## config.mk

```make
export PLATFORM = sky130hd
export DESIGN_NAME = uart_tx_fifo
export DESIGN_NICKNAME = d
export VERILOG_FILES = /design/src/rtl/uart_pkg.sv /design/src/rtl/sync_fifo.sv /design/src/rtl/uart_tx_fifo.sv
export SDC_FILE = /design/constraint.sdc
export NUM_CORES = 1
export LEC_CHECK = 0
export CORE_ASPECT_RATIO = 0.9
export CORE_UTILIZATION = 55
export DETAILED_ROUTE_END_ITERATION = 16
export PLACE_DENSITY_LB_ADDON = 0.08
export SLEW_MARGIN = 20
export SYNTH_ARGS = -nofsm -noshare
export SYNTH_HDL_FRONTEND = slang
export SYNTH_SLANG_ARGS = --single-unit
```

## constraint.sdc

```tcl
create_clock -name clk -period 1.8 [get_ports clk]
set_input_delay 0.36 -clock clk [delete_from_list [all_inputs] [get_ports clk]]
set_output_delay 0.36 -clock clk [all_outputs]
set_load 0.05 [all_outputs]
```

## src/rtl/uart_pkg.sv

```systemverilog
// Shared definitions for the FIFO-buffered UART transmitter: FSM state
// encoding, default clock/bit-rate constants and the bit-period calculation.
package uart_pkg;

    typedef enum logic [1:0] {
        ST_IDLE  = 2'd0,
        ST_START = 2'd1,
        ST_DATA  = 2'd2,
        ST_STOP  = 2'd3
    } tx_state_e;

    localparam int DEFAULT_CLK_HZ   = 1_000_000;
    localparam int DEFAULT_BIT_RATE = 115_200;

    // Clocks per serial bit; integer division truncates toward zero.
    function automatic int calc_cycles_per_bit(input int clk_hz, input int bit_rate);
        return clk_hz / bit_rate;
    endfunction

endpackage

```

## src/rtl/sync_fifo.sv

```systemverilog
// Synchronous FIFO with first-word-fall-through output. Occupancy is tracked
// by an explicit count; full/empty come from that count, never the pointers.
module sync_fifo #(
    parameter int WIDTH = 8,
    parameter int DEPTH = 16
) (
    input  logic                     clk,
    input  logic                     reset,
    input  logic                     push,
    input  logic                     pop,
    input  logic [WIDTH-1:0]         din,
    output logic [WIDTH-1:0]         dout,
    output logic [$clog2(DEPTH):0]   count,
    output logic                     full,
    output logic                     empty
);

    localparam int PTR_W = $clog2(DEPTH);
    localparam int CNT_W = PTR_W + 1;

    generate
        if ((DEPTH < 2) || ((DEPTH & (DEPTH - 1)) != 0)) begin : g_bad_depth
            $error("sync_fifo: DEPTH must be a power of 2 and at least 2");
        end
    endgenerate

    logic [WIDTH-1:0] r_mem [DEPTH];
    logic [PTR_W-1:0] r_wr_ptr;
    logic [PTR_W-1:0] r_rd_ptr;
    logic [CNT_W-1:0] r_count;
    logic             r_full;
    logic             r_empty;

    logic             w_push_ok;
    logic             w_pop_ok;
    logic [CNT_W-1:0] w_count_next;

    // Qualify requests against current occupancy and compute the next count;
    // a push while full is dropped even if a pop frees a slot this cycle.
    always_comb begin
        w_push_ok    = push & ~r_full;
        w_pop_ok     = pop & ~r_empty;
        w_count_next = r_count;
        if (w_push_ok && !w_pop_ok) begin
            w_count_next = r_count + CNT_W'(1);
        end else if (!w_push_ok && w_pop_ok) begin
            w_count_next = r_count - CNT_W'(1);
        end else begin
            w_count_next = r_count;
        end
    end

    // Pointers wrap naturally modulo DEPTH; flags are registered from the next count.
    always_ff @(posedge clk) begin
        if (reset) begin
            r_wr_ptr <= {PTR_W{1'b0}};
            r_rd_ptr <= {PTR_W{1'b0}};
            r_count  <= {CNT_W{1'b0}};
            r_full   <= 1'b0;
            r_empty  <= 1'b1;
        end else begin
            if (w_push_ok) begin
                r_wr_ptr <= r_wr_ptr + PTR_W'(1);
            end
            if (w_pop_ok) begin
                r_rd_ptr <= r_rd_ptr + PTR_W'(1);
            end
            r_count <= w_count_next;
            r_full  <= (w_count_next == CNT_W'(DEPTH));
            r_empty <= (w_count_next == {CNT_W{1'b0}});
        end
    end

    // Storage array; contents need no reset because the pointers define validity.
    always_ff @(posedge clk) begin
        if (w_push_ok && !reset) begin
            r_mem[r_wr_ptr] <= din;
        end
    end

    assign dout  = r_mem[r_rd_ptr];
    assign count = r_count;
    assign full  = r_full;
    assign empty = r_empty;

endmodule

```

## src/rtl/uart_tx_fifo.sv

```systemverilog
// 8N1 UART transmitter fed by a byte FIFO. The FSM pops one byte in IDLE,
// then sends start, eight data bits LSB first, and stop. The serial line and
// busy flag are registered from the current state, so they trail it by a cycle.
module uart_tx_fifo
    import uart_pkg::*;
#(
    parameter int CLK_HZ     = DEFAULT_CLK_HZ,
    parameter int BIT_RATE   = DEFAULT_BIT_RATE,
    parameter int FIFO_DEPTH = 16
) (
    input  logic                          clk,
    input  logic                          reset,
    input  logic                          wr_en,
    input  logic [7:0]                    wr_data,
    input  logic                          ovf_clr,
    output logic                          full,
    output logic                          empty,
    output logic [$clog2(FIFO_DEPTH):0]   fifo_count,
    output logic                          overflow,
    output logic                          tx_busy,
    output logic                          uart_txd
);

    localparam int CYCLES_PER_BIT = calc_cycles_per_bit(CLK_HZ, BIT_RATE);
    localparam int BAUD_W         = (CYCLES_PER_BIT < 2) ? 1 : $clog2(CYCLES_PER_BIT);
    localparam logic [BAUD_W-1:0] BAUD_LAST = BAUD_W'(CYCLES_PER_BIT - 1);

    generate
        if (CYCLES_PER_BIT < 2) begin : g_bad_rate
            $error("uart_tx_fifo: CLK_HZ/BIT_RATE must be at least 2");
        end
    endgenerate

    tx_state_e         r_state;
    tx_state_e         w_state_next;
    logic [BAUD_W-1:0] r_baud_cnt;
    logic [BAUD_W-1:0] w_baud_next;
    logic [2:0]        r_bit_idx;
    logic [2:0]        w_bit_next;
    logic [7:0]        r_shift;
    logic [7:0]        w_shift_next;
    logic              r_txd;
    logic              r_busy;
    logic              r_overflow;
    logic              w_txd_next;
    logic              w_pop;
    logic              w_bit_end;

    logic [7:0]                  w_fifo_dout;
    logic [$clog2(FIFO_DEPTH):0] w_fifo_count;
    logic                        w_fifo_full;
    logic                        w_fifo_empty;

    sync_fifo #(
        .WIDTH (8),
        .DEPTH (FIFO_DEPTH)
    ) u_fifo (
        .clk   (clk),
        .reset (reset),
        .push  (wr_en),
        .pop   (w_pop),
        .din   (wr_data),
        .dout  (w_fifo_dout),
        .count (w_fifo_count),
        .full  (w_fifo_full),
        .empty (w_fifo_empty)
    );

    assign w_bit_end = (r_baud_cnt == BAUD_LAST);

    // Next-state, baud/bit counters, shift register and line level for the frame FSM.
    always_comb begin
        w_state_next = r_state;
        w_baud_next  = r_baud_cnt;
        w_bit_next   = r_bit_idx;
        w_shift_next = r_shift;
        w_pop        = 1'b0;
        w_txd_next   = 1'b1;
        case (r_state)
            ST_IDLE: begin
                w_txd_next  = 1'b1;
                w_baud_next = {BAUD_W{1'b0}};
                w_bit_next  = 3'd0;
                if (!w_fifo_empty) begin
                    w_pop        = 1'b1;
                    w_shift_next = w_fifo_dout;
                    w_state_next = ST_START;
                end else begin
                    w_state_next = ST_IDLE;
                end
            end
            ST_START: begin
                w_txd_next = 1'b0;
                if (w_bit_end) begin
                    w_baud_next  = {BAUD_W{1'b0}};
                    w_state_next = ST_DATA;
                end else begin
                    w_baud_next = r_baud_cnt + BAUD_W'(1);
                end
            end
            ST_DATA: begin
                w_txd_next = r_shift[0];
                if (w_bit_end) begin
                    w_baud_next  = {BAUD_W{1'b0}};
                    w_shift_next = {1'b0, r_shift[7:1]};
                    if (r_bit_idx == 3'd7) begin
                        w_bit_next   = 3'd0;
                        w_state_next = ST_STOP;
                    end else begin
                        w_bit_next = r_bit_idx + 3'd1;
                    end
                end else begin
                    w_baud_next = r_baud_cnt + BAUD_W'(1);
                end
            end
            ST_STOP: begin
                w_txd_next = 1'b1;
                if (w_bit_end) begin
                    w_baud_next  = {BAUD_W{1'b0}};
                    w_state_next = ST_IDLE;
                end else begin
                    w_baud_next = r_baud_cnt + BAUD_W'(1);
                end
            end
            default: begin
                w_txd_next   = 1'b1;
                w_state_next = ST_IDLE;
            end
        endcase
    end

    // State register plus registered line, busy and sticky overflow (set beats clear).
    always_ff @(posedge clk) begin
        if (reset) begin
            r_state    <= ST_IDLE;
            r_baud_cnt <= {BAUD_W{1'b0}};
            r_bit_idx  <= 3'd0;
            r_shift    <= 8'd0;
            r_txd      <= 1'b1;
            r_busy     <= 1'b0;
            r_overflow <= 1'b0;
        end else begin
            r_state    <= w_state_next;
            r_baud_cnt <= w_baud_next;
            r_bit_idx  <= w_bit_next;
            r_shift    <= w_shift_next;
            r_txd      <= w_txd_next;
            r_busy     <= (r_state != ST_IDLE) || !w_fifo_empty;
            if (wr_en && w_fifo_full) begin
                r_overflow <= 1'b1;
            end else if (ovf_clr) begin
                r_overflow <= 1'b0;
            end
        end
    end

    assign full       = w_fifo_full;
    assign empty      = w_fifo_empty;
    assign fifo_count = w_fifo_count;
    assign overflow   = r_overflow;
    assign tx_busy    = r_busy;
    assign uart_txd   = r_txd;

endmodule

```

== Word-level counts from Yosys, hierarchy flattened ==
Memory sizes are Yosys's and may differ from the RTL's. A register that Yosys moved wholly into a read port is not among the register bits.
Cells that the tools add are included.
Operators by class
  add/sub/neg operators: 6
  equal/unequal tests: 11
  mux-type cells: 25
  bitwise operators: 4
  reductions and logical operators: 19
Operators by type and width (number)
  8-bit 2-to-1 mux: 2
  8-bit case mux with 2 select lines: 1
  3-bit case mux with 2 select lines: 2
  5-bit 2-to-1 mux: 2
  2-bit != test, second input constant: 5
  3-bit 2-to-1 mux: 3
  4-bit by 1-bit adder with 4-bit output, second input constant: 2
  2-bit 2-to-1 mux: 4
  4-bit 2-to-1 mux: 2
  2-bit case mux with 4 select lines: 1
  1-bit 2-to-1 mux: 7
  3-bit by 1-bit adder with 3-bit output, second input constant: 2
  3-bit equality test, second input constant: 2
  2-bit nonzero test: 3
  5-bit by 1-bit adder with 5-bit output, second input constant: 1
  5-bit equality test, second input constant: 1
  5-bit logical NOT: 1
  5-bit by 1-bit subtractor with 5-bit output, second input constant: 1
  2-bit equality test, second input constant: 2
  1-bit logical AND: 4
  1-bit logical NOT: 4
  4-bit AND reduction: 1
  1-bit case mux with 3 select lines: 1
  3-bit AND reduction: 1
  8 further kinds: 10
Word-level totals
  flip-flop bits (word level): 34
  bits in writable memories: 128
  input port bits: 12
  output and inout port bits: 10
  logic and storage cells: 78
  memories: 1
Memories
  u_fifo.r_mem: words 16, width 8, read ports 1, clocked after Yosys merged registers in 1, wr ports 1, RTL line sync_fifo.sv:27  | logic [WIDTH-1:0] r_mem [DEPTH];

== Longest topological paths before layout ==
Gate-level depths: netlist (run 1).
  word-level depth: 7
  depth in mapped cells: 8
  mapped depth without buffers: 7

== Cells and area by module ==
Synthesis (run 1) repeated with hierarchy kept, for this count alone.
Unflattened totals
  cell total of the unflattened synthesis: 400
  area, all modules: 6891.6 µm²
Modules (own cells, without submodules)
  sync_fifo: times used 1, cells each 297, area an instance 5871.9 µm², seq. area each 4224.1 µm²
  uart_tx_fifo: times used 1, cells each 103, area an instance 1019.7 µm², seq. area each 380.4 µm²

== Least setup slack after synthesis (run 1) ==
No wires, ideal clock.
  path kind: reg-to-reg
  from: register u_fifo.r_count[0] (netlist: u_fifo.count[0])
  to: register u_fifo.r_empty (netlist: u_fifo.empty)
  setup time: 0.116 ns
  arrival time: 1.798 ns
  required time: 1.684 ns
  slack: -0.114 ns
  stages on the path, launching flop included: 7
  path buffers: 0
  clock period less this slack: 1.914 ns
  cells stage by stage: dfxtp_1 > inv_1 > ha_1 > and4_1 > o21a_1 > or2_0 > a41o_1
Between the ends
  cells in the longest elaborated chain, start to end: 4
  elaborated cells on any way between the ends: 5
  classes of those cells: add/sub: 2; mux: 2; reduce/logical: 1
RTL lines
  start, declared: RTL line sync_fifo.sv:30  | logic [CNT_W-1:0] r_count;
  start signal, assigned: RTL line sync_fifo.sv:58  | r_count <= {CNT_W{1'b0}};
  start signal, assigned: RTL line sync_fifo.sv:68  | r_count <= w_count_next;
  5-bit by 1-bit subtractor with 5-bit output: RTL line sync_fifo.sv:47  | w_count_next = r_count - CNT_W'(1);
  5-bit 2-to-1 mux: RTL line sync_fifo.sv:46  | end else if (!w_push_ok && w_pop_ok) begin
  5-bit 2-to-1 mux (*): RTL line sync_fifo.sv:44  | if (w_push_ok && !w_pop_ok) begin
  5-bit logical NOT (*): RTL line sync_fifo.sv:70  | r_empty <= (w_count_next == {CNT_W{1'b0}});
  end signal, assigned: RTL line sync_fifo.sv:70
  end, declared: RTL line sync_fifo.sv:32  | logic r_empty;
Every way passes the cells marked *; elsewhere a longest branch is shown, timed or not.
A chain may end at the register's enable or synchronous reset.

==> results.cfg, run 1 <==
[synthesis]
synth_edf_count = 128
ys_ff_latch = 166
synth_largest_area_cell = edfxtp_1
synthesis.nets = 466
syn_inst = 438
synthMuxAreaShare = 0.1209
synth_cell_types = 43
synth_common_cells = edfxtp_1, nor2_1, dfxtp_1, mux2i_1, a21oi_1
synth_fa_ha_area_frac = 0.02954
synth-compound-area-share = 0.06573
netlist.area_leader.share = 0.5672
synth_top_family_by_area = multiplexers
synth-main-ff-cell = edfxtp_1
synthXorXnorAreaFrac = 0.01163
syn_area_um2 = 6776
yosys.area_share.simple = 0.06887
async_flop_share = 0
yosys_warnings = 0
yosysSeqAreaShare = 0.6795
synth_area_leaders = edfxtp_1, dfxtp_1, mux2i_1, mux4_1, nor2_1
synth_most_common_cell = edfxtp_1
avgSynthCellArea_um2 = 15.47

[power_and_ir_drop]
intPower_uw = 8145
switching_share = 0.3064
power_density_nw_per_um2 = 1422
peakVddDrop_mv = 0.8870
p_sw_uw = 3598
p_seq_frac = 0.391
p_comb_frac = 0.315
clockPowerShare = 0.294
p_leak_uw = 0.002932

[final_layout]
antenna_cells = 0
final-seq-area_um2 = 4609
final_util = 0.6866
multi_input_area_um2 = 2105
syn_to_final_growth_pct = 21.88
fin_cells = 686
drive_gt1_frac = 0.2776
nFillCells = 818
nets = 541

[floorplanning]
coreArea_um2 = 12030
start_util = 0.5633
die_h_um = 107.3
design.portCount = 22
die_w_um = 119.0
die-area_um2 = 12770
fp-row-count = 38

[route]
ant_nets = 0
vias = 3807
dr.pass1.iters = 4
wl_um = 13330
wl_per_cell_um = 19.44
drt_iter0_markers = 349
drcViolationCount = 0
viasPerCell = 5.550

[global_route]
grt_use_met3 = 0.06250
grt_busiest_layer = met2
grt_pass1_wl_um = 20690
grt_pass1_vias = 3763
globalRouteMet1Util = 0.3041
grt-ovfl-total = 0
antenna_found_initial = 0
grt.total_usage = 0.2272
grt_max_degree = 34
grt_use_met2 = 0.3642

[place]
place_ws_ps = -183.1
dp_cells = 652
gp_congestion = 0.8904
io_buffers = 21
dp_hpwl_um = 9028

[worst_setup_path]
critPathRequiredTime_ps = 2090
crit_type = register to register
cp_data_arrival_time_ps = 2190
crit_path_end_kind = register
worst-path-max-fanout = 10
startpoint_type = register

[sta]
drv_slew = 0
tightest_slew_ps = 580.2
finalCriticalPeriod_ps = 1899
rsz0062_at_grt = yes
worst_slack_ps = -99.13
hold_ws_ps = 432.9
setup_violations = 7
fin_tns_setup_ps = -313.7
hold_viol = 0
slew_headroom = 0.6120
fmax_mhz = 526.6
fin_crit_sh = 1.055
skew_ps = 8.683

[cts]
cts_tree = built
clock_latency_ps = 420
numCtsBuffers = 17
clk_path_buf_depth = 2
clk_pin_slew_ps = 60
numClockSinks = 166
h-tree-depth = 4
cts-root-buf = clkbuf_16

[run]
max_cap_viol_count = 0

[run_status]
status = complete, but fails checks
violations = setup timing

[min_path]
hold_class = register to register
registers in the layout, summed over array words and instances, names as in the netlist, 2 cells and up, named ones only:
name	flops
r_shift	8
u_fifo.r_wr_ptr	4
u_fifo.r_rd_ptr	4
u_fifo.count	5
r_baud_cnt	3
u_fifo.r_mem	128
r_bit_idx	3
r_state	2
power by group through the flow:
stage          clock, µW  sequential (µW)  combinational [µW]
2_1_floorplan          0             4900                2160
3_3_place_gp           0             4640                3450
3_5_place_dp           0             4660                3510
4_1_cts             3510             4580                3610
5_1_grt             3660             4610                3990
6_report            3450             4590                3700
per-stage QoR:
stage          instance area (µm²)  total power [µW]
4_1_cts                       8225             11700
2_1_floorplan                 6807              7058
5_1_grt                       8259             12260
3_3_place_gp                  7602              8091
6_report                      8259             11740
3_5_place_dp                  7602              8164
worst max-delay path, cell delays in order, from the launching register on:
cell and delay (ps):
dfxtp_2 340, buf_12 140, buf_12 120, mux4_2 530, mux2i_2 230, nor2_1 90
a221oi_2 200, a211oi_1 110
cell type report:
class                           instances  area share
Tap cell                              160     0.02424
Clock inverter                         13     0.01606
Multi-Input combinational cell        245      0.2548
Clock buffer                           19     0.05242
Timing Repair Buffer                   77     0.09165
Sequential cell                       166      0.5581
Inverter                                6    0.002727
path summary, 6_finish.rpt:
check | startpoint | slack, ps | cells after the start | endpoint
min reg2reg | r_baud_cnt[0]$_SDFF_PP0_ | 430 | 1 | r_baud_cnt[0]$_SDFF_PP0_
max reg2reg | register | -100 | 7 | r_shift[6]$_SDFFE_PP0P_
max | register | -100 | 7 | r_shift[6]$_SDFFE_PP0P_
min | r_baud_cnt[0]$_SDFF_PP0_ | 430 | 1 | r_baud_cnt[0]$_SDFF_PP0_
placed cells by master (no fill, tap or decap), types with 3 or more instances in the layout:
master,Yosys,routed
nor2_2,0,14
ha_1,16,15
mux2i_1,38,32
buf_4,0,51
clkinv_4,0,3
edfxtp_1,128,128
nor2_1,57,43
nor3_1,5,5
inv_1,6,6
dfxtp_1,38,34
mux4_2,9,12
a211oi_1,10,10
xnor2_1,4,4
xor2_1,5,5
buf_12,1,11
a21oi_1,22,22
nor2b_1,4,3
a22o_1,8,8
nand3_1,3,3
nand2b_1,4,3
dfxtp_2,0,4
clkinv_2,0,5
mux2i_2,0,4
mux4_1,9,6
nand2_1,16,16
and2_1,3,3
a221oi_2,5,7
clkbuf_16,0,17
clkdlybuf4s50_1,0,11
a22oi_1,4,3
repair_timing:
| action | 4_1_cts | 5_1_grt |
|---|---|---|
| resized for setup | 19 | 8 |
| pin swaps | 1 | 1 |
| setup buffers | 0 | 3 |
| hold buffers | 0 | 0 |
| cloned | 0 | 0 |
| setup endpoints to repair | 11 | 10 |
logic make-up after synthesis:
| group | after synthesis |
|---|---|
| DFF | 166 |
| and+or+nand+nor | 104 |
| AOI/OAI and AO/OA | 60 |
| muxes | 56 |
| buffers and inverters | 27 |
| adders and majority gates | 16 |
| xor gates and xnor gates | 9 |
layer usage:
metal  share of wire  wire [µm]  vias up
met3           0.049        657       11
met1            0.44       5932     1870
met5               0          0        -
met4          0.0094        125        0
met2            0.50       6619       95
li1                -          -     1831
Power figures use the tool's default switching activity.
==> run 2, diff against run 1 <==
GPL_ROUTABILITY_DRIVEN = 1   (was unset)
==> results of run 2 <==
Same layout as run 1: the final DEF is identical, and so are final timing and power.
==> run 3, diff against run 2 <==
ABC_AREA = 1   (was unset)
RECOVER_POWER = 50   (was unset)
SLEW_MARGIN = unset   (was 20)
==> results.cfg, run 3 <==
[synthesis]
synth_cell_types = 30
async_flop_share = 0
syn_inst = 770
syn_area_um2 = 7332
synth-compound-area-share = 0.03823
synthMuxAreaShare = 0
synth_edf_count = 128
synthesis.nets = 798
synthXorXnorAreaFrac = 0.003584
netlist.area_leader.share = 0.5242
synth_most_common_cell = nand2_1
synth_fa_ha_area_frac = 0.02730
synth_area_leaders = edfxtp_1, nand2_1, dfxtp_1, nand3_1, inv_1
yosys_warnings = 0
synth_top_family_by_area = simple AND/OR/NAND/NOR gates
yosysSeqAreaShare = 0.6280
ys_ff_latch = 166
synth-main-ff-cell = edfxtp_1
yosys.area_share.simple = 0.2176
avgSynthCellArea_um2 = 9.522
synth_common_cells = nand2_1, edfxtp_1, inv_1
synth_largest_area_cell = edfxtp_1

[place]
place_area_um2 = 7974
place_ws_ps = -174.0
dp_hpwl_um = 10950
gp_congestion = 0.9193
io_buffers = 21

[sta]
worst_slack_ps = 146.5
fmax_mhz = 604.8
tightest_slew_ps = 1119
fin_tns_setup_ps = 0
slew_headroom = 0.2539
setup_violations = 0
finalCriticalPeriod_ps = 1654
skew_ps = 7.651
hold_viol = 0
drv_slew = 0
fin_crit_sh = 0.9186

[worst_setup_path]
path_delay_family = simple AND/OR/NAND/NOR gates
startpoint_type = register
worst-path-buf-inv = 4
crit_chain = inv_2, ha_4, inv_2, nor2_4, nand2_4, clkinv_4, buf_4, nand3_2, nand2_2, nand2_2, nor2_4, nand2_1, nor2_1
crit_path_end_kind = register
slowest_delay_ps = 350
worstRegToRegCells = 13
cpMaxStageDelayCell = dfxtp_1
worst-path-max-fanout = 5
critPathRequiredTime_ps = 2170
crit_type = register to register
cp.depth = 13
cp_data_arrival_time_ps = 2020

[final_layout]
syn_to_final_growth_pct = 16.28
largest_register_ffs = 128
regMostFlops = u_fifo.r_mem
final_common_cell = nand2_1
final_cell_mix = nand2_1, edfxtp_1, inv_1
antenna_cells = 0
drive_gt1_frac = 0.1183
nFillCells = 1068
nets = 860
final_cell_area_um2 = 8526

[global_route]
grt-ovfl-total = 0
antenna_found_initial = 0
grt_pass1_vias = 5290
grt_pass1_wl_um = 26680
grt.total_usage = 0.2656
grt_max_degree = 65

[route]
wl_per_cell_um = 16.63
dr.pass1.iters = 5
wl_um = 16780
vias = 5343
drt_iter0_markers = 505
ant_nets = 0
drcViolationCount = 0
viasPerCell = 5.295

[floorplanning]
die_w_um = 123.7
design.portCount = 22
die-area_um2 = 13800
coreArea_um2 = 12830
start_util = 0.5713
die_h_um = 111.5
fp-row-count = 39

[power_and_ir_drop]
clockPowerShare = 0.277
intPower_uw = 7665
p_comb_frac = 0.336
power_density_nw_per_um2 = 1403
switching_share = 0.3594
p_seq_frac = 0.387
p_sw_uw = 4299
peakVddDrop_mv = 1.325
p_leak_uw = 0.003723

[cts]
cts-root-buf = clkbuf_16
clk_pin_slew_ps = 60
cts_tree = built
clk_path_buf_depth = 2
numClockSinks = 166
numCtsBuffers = 17
h-tree-depth = 4
clock_latency_ps = 430

[min_path]
hold_depth = 1
hold_class = register to register

[run]
max_cap_viol_count = 0

[run_status]
status = finished clean
-- run 3: cell count changes after synthesis, sizes merged, moves of 7 or more --
cell,delta
inv,+120
mux4,-18
a21oi,+8
mux2i,-38
nand3,+104
a221oi,-7
nor2,-16
o21ai,+19
a22o,-8
nand2,+204
a211oi,-10
-- run 3: power by group through the flow --
stage               Sequential [µW]  Clock, µW  Combinational, µW
floorplan                      4920          0               2390
global placement               4690          0               3790
detailed placement             4700          0               3860
CTS                            4620       3360               3890
global route                   4670       3530               4440
finish                         4630       3310               4020
-- run 3: metal layers --
metal  vias to the layer above  routed length [µm]  global-route usage
met2                       163                7886              0.4044
met5                         -                   0                   0
met1                      2534                7530              0.3639
li1                       2615                   -                   -
met4                         0                 308             0.09960
met3                        31                1053             0.07070
-- run 3: what timing repair did --
item,in CTS,in global routing
buffers inserted,0,5
pin swaps,0,2
gates resized for setup,2,11
endpoints found under the setup margin,2,11
hold buffers,0,0
-- run 3: path summary, 6_finish.rpt --
path	startpoint	end	slack, ps
setup reg to reg	r_state[1]$_SDFFE_PP0P_	u_fifo.full$_SDFF_PP0_	150
hold / removal	r_baud_cnt[0]$_SDFF_PP0_	r_baud_cnt[0]$_SDFF_PP0_	430
hold reg to reg	r_baud_cnt[0]$_SDFF_PP0_	r_baud_cnt[0]$_SDFF_PP0_	430
setup / recovery	r_state[1]$_SDFFE_PP0P_	u_fifo.full$_SDFF_PP0_	150
-- run 3: cells by family after synthesis --
family,after synthesis
AND/OR/NAND/NOR,375
flip-flops,166
buffers and inverters,156
AO/OA/AOI/OAI,54
adder cells (fa/ha/maj),16
XOR/XNOR,3
-- run 3: through the flow --
step	power (µW)	hold slack, ps	cells	utilization
global route	12640	467.0	1009	0.6643
CTS	11870	431.8	1004	0.6634
detailed placement	8565	422.9	972	0.6213
floorplan	7308	399.2	770	-
finish	11960	434.5	1009	0.6643
global placement	8480	408.1	972	0.6213
-- run 3: final cells by class --
class / count / area [µm²] / area share
Inverter: 128 / 485.5 / 0.05694
Clock buffer: 17 / 425.4 / 0.04990
Multi-Input combinational cell: 448 / 2132 / 0.2501
Sequential cell: 166 / 4607 / 0.5404
Timing Repair Buffer: 71 / 558.0 / 0.06545
Tap cell: 164 / 205.2 / 0.02407
Clock inverter: 15 / 112.6 / 0.01321
==> edit (settings of run 1) <==
Change the parameter `FIFO_DEPTH` from 16 to 8.
--- a/src/rtl/uart_tx_fifo.sv
+++ b/src/rtl/uart_tx_fifo.sv
@@ -6,7 +6,7 @@
 #(
     parameter int CLK_HZ     = DEFAULT_CLK_HZ,
     parameter int BIT_RATE   = DEFAULT_BIT_RATE,
-    parameter int FIFO_DEPTH = 16
+    parameter int FIFO_DEPTH = 8
 ) (
     input  logic                          clk,
     input  logic                          reset,
Ports: changed (resized fifo_count); port bits go from 22 to 21. No check against the original RTL was run, so the function may have changed too.
==> edit against run 1 <==
- sequential cell count fell by 68
- area after synthesis fell by 41%
- final area fell by 43%
- power fell by 45%
- combinational power fell by 42%
- die area fell by 40%
- setup slack improved by 230 ps
- routed wire length fell by 48%
- fmax rose by 14%
- global-route usage fell by 3.0 points
- highest routed layer unchanged
==> edit: results (changes against run 1) <==
* Outcome: finished, final reports clean (was complete, but fails checks)
* Post-Syn Instances at 270 (was 438)
* Placement Setup Slack at -111 ps (was -183 ps)
* Share of synthesized area occupied by flip-flops and latches at 65.2% (was 67.9%)
* Via count of the routed design at 2280 (was 3807)
* Fill cells at 521 (was 818)
* # placed instances at 396 (was 652)
* Leak Pwr at 1.64 nW (was 2.93 nW)
* Later-pin clock latency in the skew report at 360 ps (was 420 ps)
* Number of CTS-inserted buffers at 9 (was 17)
* Aggregate routed wire length at 6940 um (was 13300 um)
* Register-to-Register Setup Slack at 130 ps (was -100 ps)
* Syn_nets at 295 (was 466)
* Final setup skew at 9.50 ps (was 8.68 ps)
* Worst-case vdd ir drop at 0.951 mV (was 0.887 mV)
* Internal portion of total power at 4.29 mW (was 8.15 mW)
* Max reg flops at 64 (was 128)
* Signal arrival time at the worst endpoint at 1950 ps (was 2190 ps)
* Fin cells at 412 (was 686)
* Global-route wire length before repair at 11100 um (was 20700 um)
* Length in cells of the worst reg-to-reg path at 5 (was 7)
* Peak fanout along the critical path at 8 (was 10)
* Clock root buffer master: sky130_fd_sc_hd__clkbuf_8 (was sky130_fd_sc_hd__clkbuf_16)
* Drt pass-1 iters at 5 (was 4)
* Net count of the finished layout at 339 (was 541)
* Number of global-route vias before repair at 2185 (was 3763)
* Most used standard cells in the synthesized netlist: sky130_fd_sc_hd__edfxtp_1 (64), sky130_fd_sc_hd__dfxtp_1 (34), sky130_fd_sc_hd__nor2_1 (23) (was sky130_fd_sc_hd__edfxtp_1 (128), sky130_fd_sc_hd__nor2_1 (57), sky130_fd_sc_hd__dfxtp_1 (38), sky130_fd_sc_hd__mux2i_1 (38), sky130_fd_sc_hd__a21oi_1 (22))
* Number of synthesized flops with an enable pin at 64 (was 128)
* Detailed router's first-iteration violation count at 92 (was 349)
==> edit: cell count changes in the layout (fill, tap and decap cells not counted), moves of 16 or more <==
cell / change
sky130_fd_sc_hd__a21oi_1: -16
sky130_fd_sc_hd__buf_4: -20
sky130_fd_sc_hd__clkbuf_16: -17
sky130_fd_sc_hd__edfxtp_1: -64
sky130_fd_sc_hd__mux2i_1: -22
sky130_fd_sc_hd__nor2_1: -20
==> edit: cells by family (layout without fill, tap and decap cells) <==
group	count (synthesis)	after routing	share of synthesized area [%]
adders and majority gates	13	13	4.07
buffers and inverters	20	69	2.35
AOI/OAI and AO/OA	34	34	6.02
xor gates and xnor gates	7	7	1.54
DFF	98	98	65.2
and+or+nand+nor	70	70	8.80
muxes	28	28	12.1
==> edit: power groups by stage <==
stage | Combinational (mW) | Clock (mW) | Sequential (mW)
after floorplan | 1.32 | 0 | 3.07
after global placement | 2.16 | 0 | 2.88
after detailed placement | 2.16 | 0 | 2.89
after CTS | 2.16 | 1.45 | 2.83
after global routing | 2.35 | 1.55 | 2.87
final | 2.16 | 1.42 | 2.83
==> edit: through the flow <==
step           utilization [%]  power, mW  TNS, ps  hold WS, ps  cell area [um2]
2_1_floorplan                -       4.39    -1050          408             4020
3_5_place_dp              63.8       5.05    -4280          429             4490
5_1_grt                   66.8       6.77        0          464             4700
3_3_place_gp              63.8       5.03    -3830          419             4490
4_1_cts                   66.7       6.44        0          443             4690
6_report                  66.8       6.41        0          435             4700
==> edit: final cells by class <==
class	instances	area, um2	share of cell area [%]
sequential	98	2600	55.3
multi-input combinational	152	1330	28.2
timing repair buffer	47	432	9.18
clock buffer	9	124	2.63
tap	93	116	2.47
clock inverter	7	77.6	1.65
inverter	6	22.5	0.479
==> edit: routing by layer <==
| metal | share of wire (%) | track usage [%] | vias to the layer above |
|---|---|---|---|
| met5 | 0 | 0 | - |
| met4 | 0.94 | 5.54 | 0 |
| met3 | 3.6 | 5.59 | 5 |
| met2 | 46 | 30.1 | 43 |
| met1 | 49 | 28.2 | 1129 |
| li1 | - | - | 1103 |
==> edit: timing repair <==
item | in CTS | in global routing
hold buffers | 0 | 0
gates resized for setup | 1 | 3
endpoints found under the hold margin | 0 | 0
endpoints found under the setup margin | 1 | 9
==> edit: how the worst max path moves through the flow <==
stage                         end  slack (ps)  cells past startpoint
3_5_place_dp   u_fifo.r_mem[7][6]        -110                      5
6_report               r_shift[0]         130                      5
4_1_cts                r_shift[0]          70                      5
5_1_grt                r_shift[0]          30                      5
2_1_floorplan  u_fifo.r_mem[2][0]         -70                      3
3_3_place_gp   u_fifo.r_mem[7][7]         -90                      5
